File: src/rtl/common_pkg.sv
// Shared types for the instruction front end: fetch FSM state encoding and instruction width.
// Latency: n/a (types and constants only).
// Backpressure: n/a.
package common_pkg;

  localparam int INST_WIDTH = 16;

  typedef enum logic [1:0] {
    S_FETCH_HI = 2'b00,
    S_FETCH_LO = 2'b01,
    S_HOLD     = 2'b10
  } fetch_state_t;

endpackage

File: src/rtl/inst_fetch.sv
// Fetches 16-bit big-endian instructions as two byte reads and presents them with valid/ready.
// Latency: valid rises 2 cycles after fetch start with zero-wait memory; jump redirect restarts fetch next cycle.
// Backpressure: inst_ready_in=0 holds the output; fetch stalls (or fills a one-entry buffer when INST_FETCH_PREFETCH_EN is defined).
module inst_fetch
  import common_pkg::*;
#(
  parameter int                  PC_WIDTH = 8,
  parameter logic [PC_WIDTH-1:0] RESET_PC = '0
) (
  input  logic                  clk_in,
  input  logic                  rst_in,
  output logic                  mem_req_out,
  output logic [PC_WIDTH:0]     mem_addr_out,
  input  logic                  mem_ack_in,
  input  logic [7:0]            mem_rdata_in,
  input  logic                  jump_en_in,
  input  logic [PC_WIDTH-1:0]   jump_addr_in,
  output logic                  inst_valid_out,
  input  logic                  inst_ready_in,
  output logic [INST_WIDTH-1:0] inst_out,
  output logic [PC_WIDTH-1:0]   pc_out
);

  fetch_state_t          state;
  logic [PC_WIDTH-1:0]   fetch_pc;
  logic [7:0]            hi_byte;
  logic                  accept;
  logic                  word_done;
  logic [INST_WIDTH-1:0] new_inst;

  assign accept    = inst_valid_out && inst_ready_in;
  assign word_done = (state == S_FETCH_LO) && mem_ack_in;
  assign new_inst  = {hi_byte, mem_rdata_in};

  // Request is combinational so a jump withdraws it in the same cycle and reset kills it at once.
  assign mem_req_out  = !rst_in && !jump_en_in && (state != S_HOLD);
  assign mem_addr_out = {fetch_pc, (state == S_FETCH_LO)};

`ifdef INST_FETCH_PREFETCH_EN
  logic                  pf_vld;
  logic [INST_WIDTH-1:0] pf_inst;
  logic [PC_WIDTH-1:0]   pf_pc;
  logic                  valid_nxt;
  logic                  pf_full_nxt;

  // Predict output/buffer occupancy after this edge; fetch parks in S_HOLD only when both are full.
  always_comb begin
    valid_nxt   = inst_valid_out || word_done;
    pf_full_nxt = pf_vld || (word_done && inst_valid_out);
    if (accept) begin
      valid_nxt   = pf_vld || word_done;
      pf_full_nxt = pf_vld && word_done;
    end
  end
`endif

  // Fetch FSM: byte sequencing, pc increment (wraps naturally) and jump redirect.
  always_ff @(posedge clk_in or posedge rst_in) begin
    if (rst_in) begin
      state    <= S_FETCH_HI;
      fetch_pc <= RESET_PC;
      hi_byte  <= 8'h00;
    end else if (jump_en_in) begin
      // Jump beats any ack or accept in the same cycle; the ack's byte is dropped.
      state    <= S_FETCH_HI;
      fetch_pc <= jump_addr_in;
    end else begin
      unique case (state)
        S_FETCH_HI: begin
          if (mem_ack_in) begin
            hi_byte <= mem_rdata_in;
            state   <= S_FETCH_LO;
          end
        end
        S_FETCH_LO: begin
          if (mem_ack_in) begin
            fetch_pc <= fetch_pc + PC_WIDTH'(1);
`ifdef INST_FETCH_PREFETCH_EN
            state    <= (valid_nxt && pf_full_nxt) ? S_HOLD : S_FETCH_HI;
`else
            state    <= S_HOLD;
`endif
          end
        end
        S_HOLD: begin
          if (accept) state <= S_FETCH_HI;
        end
        default: state <= S_FETCH_HI;
      endcase
    end
  end

  // Output slot (and prefetch buffer when built): load on word completion, drain on accept.
  always_ff @(posedge clk_in or posedge rst_in) begin
    if (rst_in) begin
      inst_valid_out <= 1'b0;
      inst_out       <= '0;
      pc_out         <= RESET_PC;
`ifdef INST_FETCH_PREFETCH_EN
      pf_vld         <= 1'b0;
      pf_inst        <= '0;
      pf_pc          <= RESET_PC;
`endif
    end else if (jump_en_in) begin
      inst_valid_out <= 1'b0;
`ifdef INST_FETCH_PREFETCH_EN
      pf_vld         <= 1'b0;
`endif
    end else begin
`ifdef INST_FETCH_PREFETCH_EN
      if (accept) begin
        if (pf_vld) begin
          inst_out <= pf_inst;
          pc_out   <= pf_pc;
          pf_vld   <= word_done;
          if (word_done) begin
            pf_inst <= new_inst;
            pf_pc   <= fetch_pc;
          end
        end else if (word_done) begin
          inst_out <= new_inst;
          pc_out   <= fetch_pc;
        end else begin
          inst_valid_out <= 1'b0;
        end
      end else if (word_done) begin
        if (!inst_valid_out) begin
          inst_out       <= new_inst;
          pc_out         <= fetch_pc;
          inst_valid_out <= 1'b1;
        end else begin
          pf_inst <= new_inst;
          pf_pc   <= fetch_pc;
          pf_vld  <= 1'b1;
        end
      end
`else
      if (word_done) begin
        inst_out       <= new_inst;
        pc_out         <= fetch_pc;
        inst_valid_out <= 1'b1;
      end else if (accept) begin
        inst_valid_out <= 1'b0;
      end
`endif
    end
  end

endmodule

File: config.mk
export PLATFORM = sky130hd
export DESIGN_NAME = inst_fetch
export DESIGN_NICKNAME = d
export VERILOG_FILES = /design/src/rtl/common_pkg.sv /design/src/rtl/inst_fetch.sv
export SDC_FILE = /design/constraint.sdc
export NUM_CORES = 1
export LEC_CHECK = 0
export BUFFER_PORTS_ARGS = -buffer_cell sky130_fd_sc_hd__clkbuf_2
export CAP_MARGIN = 5
export CORE_UTILIZATION = 51
export DETAILED_ROUTE_END_ITERATION = 8
export PLACE_DENSITY = 0.75
export SYNTH_ARGS = -nofsm -noshare
export SYNTH_HDL_FRONTEND = slang
export SYNTH_SLANG_ARGS = --single-unit
File: constraint.sdc
create_clock -name clk_in -period 2.47 [get_ports clk_in]
set_clock_uncertainty 0.05 [all_clocks]
set_input_delay 0.494 -clock clk_in [delete_from_list [all_inputs] [get_ports clk_in]]
set_output_delay 0.494 -clock clk_in [all_outputs]
set_load 0.02 [all_outputs]
Word level (Yosys, flattened, before mapping) --
Index checks and enable logic that the tools add are counted.
Word-level totals: register bits 43, bits of input ports 21
Cells by class: add/subtract/negate cells 1, eq/ne operators 6, mux-type cells 11, bitwise operators 1, reductions and logical operators 14
Operator list (number):
- 8-bit two-way mux | 3
- 8-bit by 1-bit adder with 8-bit output (second input constant) | 1
- 2-bit two-way mux | 4
- 3-bit inequality test (second input constant) | 2
- 2-bit case mux with 3 select lines | 1
- 3-bit AND reduction | 2
- 1-bit logical AND | 4
- 2-bit AND reduction | 2
- 2-bit nonzero test | 2
- 1-bit two-way mux | 3
- 3-bit by 1-bit inequality test with 1-bit output (second input constant) | 1
- 3-bit nonzero test | 1
- 2-bit by 1-bit == test with 1-bit output (second input constant) | 1
- 2-bit == test (second input constant) | 1
- 1-bit zero test | 2
- 2-bit zero test | 1
- 2-bit inequality test (second input constant) | 1
- 1-bit inverter | 1

Logic depth before layout (Yosys ltp) --
depth after elaboration 4, mapped depth 5, depth with buffers taken out 4

Worst setup path before layout --
Ideal clock, no wire load.
kind input -> output, start input port jump_en_in, end output port mem_req_out, arrival time 1366 ps, path slack 560 ps, stages on the path 3, path buffers 2, cells stage by stage buf_2 buf_1 nor3_1
Between the ends: word-level cells in the longest chain between the ends 3
Ends and longest elaborated chain:
- start, declared | line inst_fetch.sv:16 | input logic jump_en_in,
- 1-bit zero test | line inst_fetch.sv:36 | assign mem_req_out = !rst_in && !jump_en_in && (state != S_HOLD);
- 1-bit logical AND (2 in a row) | line inst_fetch.sv:36
- end, declared | line inst_fetch.sv:12 | output logic mem_req_out,
No other way between the ends.

Worst setup path after layout --
start register state[1], end output port mem_req_out
Between the ends: word-level cells in the longest chain between the ends 2
Ends and longest elaborated chain:
- start, declared | line inst_fetch.sv:24 | fetch_state_t state;
- start signal, assigned | line inst_fetch.sv:60 | state <= S_FETCH_HI;
- start signal, assigned | line inst_fetch.sv:65 | state <= S_FETCH_HI;
- start signal, assigned | line inst_fetch.sv:72 | state <= S_FETCH_LO;
- 2-bit inequality test | line inst_fetch.sv:36
- 1-bit logical AND | line inst_fetch.sv:36
No other way between the ends.

==> results_dict.tcl <==
set metrics [dict create \
    postLayoutCoreUtil 0.652 \
    cts_buffers 5 \
    cts_buffer_depth 2 \
    syn_to_final_growth_pct 20.4 \
    hold_class "in2async" \
    grt_pass1_vias 1243 \
    die_x_um 62.0 \
    ctsHoldBuffers 0 \
    r2r_slack_ps 700 \
    slew_headroom 0.492 \
    clkSlewWorstSetupHoldPaths_ps 120 \
    worst_slew_pin_slew_ps 757 \
    setup_violations 0 \
    cp_max_fo 7 \
    post-route-period-util 0.790 \
    crit_required_ps 1930 \
    vias 1282 \
    netlist_area_um2 1830 \
    start_util 0.541 \
    synth_area_leader_cell "dfrtp_1" \
    vias_per_cell 5.39 \
    yosysWarnings 0 \
    hpwl_um 2520 \
    worstSetupEndpoint "mem_req_out" \
    end_kind "primary output" \
    antenna_found_initial 0 \
    wl_per_cell_um 14.4 \
    synth_edf_count 0 \
    grt_pass1_wl_um 5400 \
    power_leakage_nw 1.05 \
    arrival_ps 1410 \
    clock_latency_ps 350 \
    cts_tree "done" \
    ctsResizeCount 0 \
    r2r_start "state[0]$_DFFE_PP0P_" \
    reg2reg_depth 3 \
    tns_ps 0 \
    gp_congestion 0.821 \
    path_class "reg2out" \
    post_cts_buffers 0 \
    cts.sinks 43 \
    cts_max_level 2 \
    finalPower_w 0.00211 \
    io_buffers 55 \
    drv_cap 0 \
    overflow 0 \
    root_buffer "clkbuf_4" \
    chipHeight_um 62.0 \
    dp_cells 231 \
    grt_use_total 0.200 \
    diodes 0 \
    r2r-end "inst_out[8]$_DFFE_PP0P_" \
    power.density_nw_per_um2 956 \
    routed_wl_um 3420 \
    seq_area_frac_synth 0.587 \
    final_cells 238 \
    synth_nets 155 \
    die_area_um2 3840 \
    fp-row-count 21 \
    drive_above_1_share 0.521 \
    ios 56 \
    placed_cell_area_um2 2150 \
    placeableCoreArea_um2 3390 \
    synth_cell_types 30 \
    yosys.area.top_type_share 0.587 \
    period_needed_ps 1950 \
    status "finished clean" \
    yosys.cell_count.top_type "dfrtp_1" \
    nFillCells 268 \
    grt_max_degree 23 \
    synth_seq_cells 43 \
    firstDrtPassIters 4 \
    rsz0062_at_grt "false" \
    drc_errors 0 \
    synthArstFlopShare 1.00 \
    synth_ff_type "dfrtp_1" \
    drt_iter0_drc 49 \
    syn_avg_cell_area_um2 13.8 \
    finalHoldViolations 0 \
    nets 214 \
    fmax_mhz 513 \
    synthCells 133 \
    crit_start "state[1]$_DFFE_PP0P_" \
    ant_nets 0 \
    netlist_top_cells_area "dfrtp_1, mux2_2, nand2_1" \
    startpoint_type "flip-flop" \
    peakVddDrop_mv 0.566 \
    maxSlewViolCount 0 \
    fin_area_um2 2210 \
    synth_commonest_cells "dfrtp_1, mux2_2, nand2_1" \
]
==> state kept, by name, summed over array words and instances (netlist names) <==
signal and cells:
pc_out 8, inst_out 16, fetch_pc 8, hi_byte 8, state 2, inst_valid_out 1
==> routing by layer <==
metal  track usage  vias up  share of wire
met4        0.0921        0          0.015
met3        0.0663        8          0.060
li1              -      602              -
met5             0        -              0
met2         0.333       40           0.50
met1         0.233      632           0.43
==> worst min path at each step <==
stage | from | to | slack, ps
after global routing | rst_in | hi_byte[5]$_DFFE_PP0P_ | 160
after detailed placement | hi_byte[5]$_DFFE_PP0P_ | inst_out[13]$_DFFE_PP0P_ | 440
final | rst_in | hi_byte[5]$_DFFE_PP0P_ | 110
after global placement | hi_byte[5]$_DFFE_PP0P_ | hi_byte[5]$_DFFE_PP0P_ | 440
after CTS | rst_in | hi_byte[5]$_DFFE_PP0P_ | 120
after floorplan | hi_byte[0]$_DFFE_PP0P_ | hi_byte[0]$_DFFE_PP0P_ | 420
==> layout make-up <==
type | instances | area, um^2 | share of cell area
flip-flops and latches | 43 | 1080 | 0.487
well taps | 46 | 57.6 | 0.0261
multi-input cells | 82 | 701 | 0.317
clock inverters | 1 | 5.00 | 0.00227
inverters | 2 | 7.51 | 0.00340
clock buffers | 6 | 51.3 | 0.0232
repair buffers | 58 | 310 | 0.141
==> where the power goes <==
part,switching [W],internal (W)
sequential,0.000135,0.000919
combinational,0.000405,0.000311
clock,0.000208,0.000132
total,0.000748,0.00136
==> cell families (layout without fill, tap and decap cells) <==
family,Yosys count,count (layout),synth area share
fa+ha+maj,1,1,0.00682
mux,33,33,0.202
xor+xnor,3,3,0.0143
compound gates,12,12,0.0430
simple gates,33,33,0.116
flops,43,43,0.587
buf+inv,8,67,0.0314
==> critical path: stages (launching register included) <==
cell,delay (ps)
dfrtp_1,490
nor2b_1,180
nor3_1,180
clkbuf_2,210
==> per-stage QoR <==
| stage | setup slack, ps | hold WS (ps) |
|---|---|---|
| 6_report | 519 | 108 |
| 5_1_grt | 407 | 155 |
| 4_1_cts | 545 | 124 |
| 3_5_place_dp | 528 | 440 |
| 3_3_place_gp | 585 | 436 |
| 2_1_floorplan | 560 | 425 |
==> cell usage in the layout, fill, tap and decap left out, types with 3 or more instances in the layout <==
cell type	netlist	layout
clkbuf_2	0	55
clkbuf_4	0	5
dfrtp_1	43	43
mux2_2	32	32
nand2_1	11	11
nand3_1	6	6
o211ai_1	3	3
o21ai_0	3	3
or4_1	4	4
Note: power is estimated with default switching activity, not from simulation.
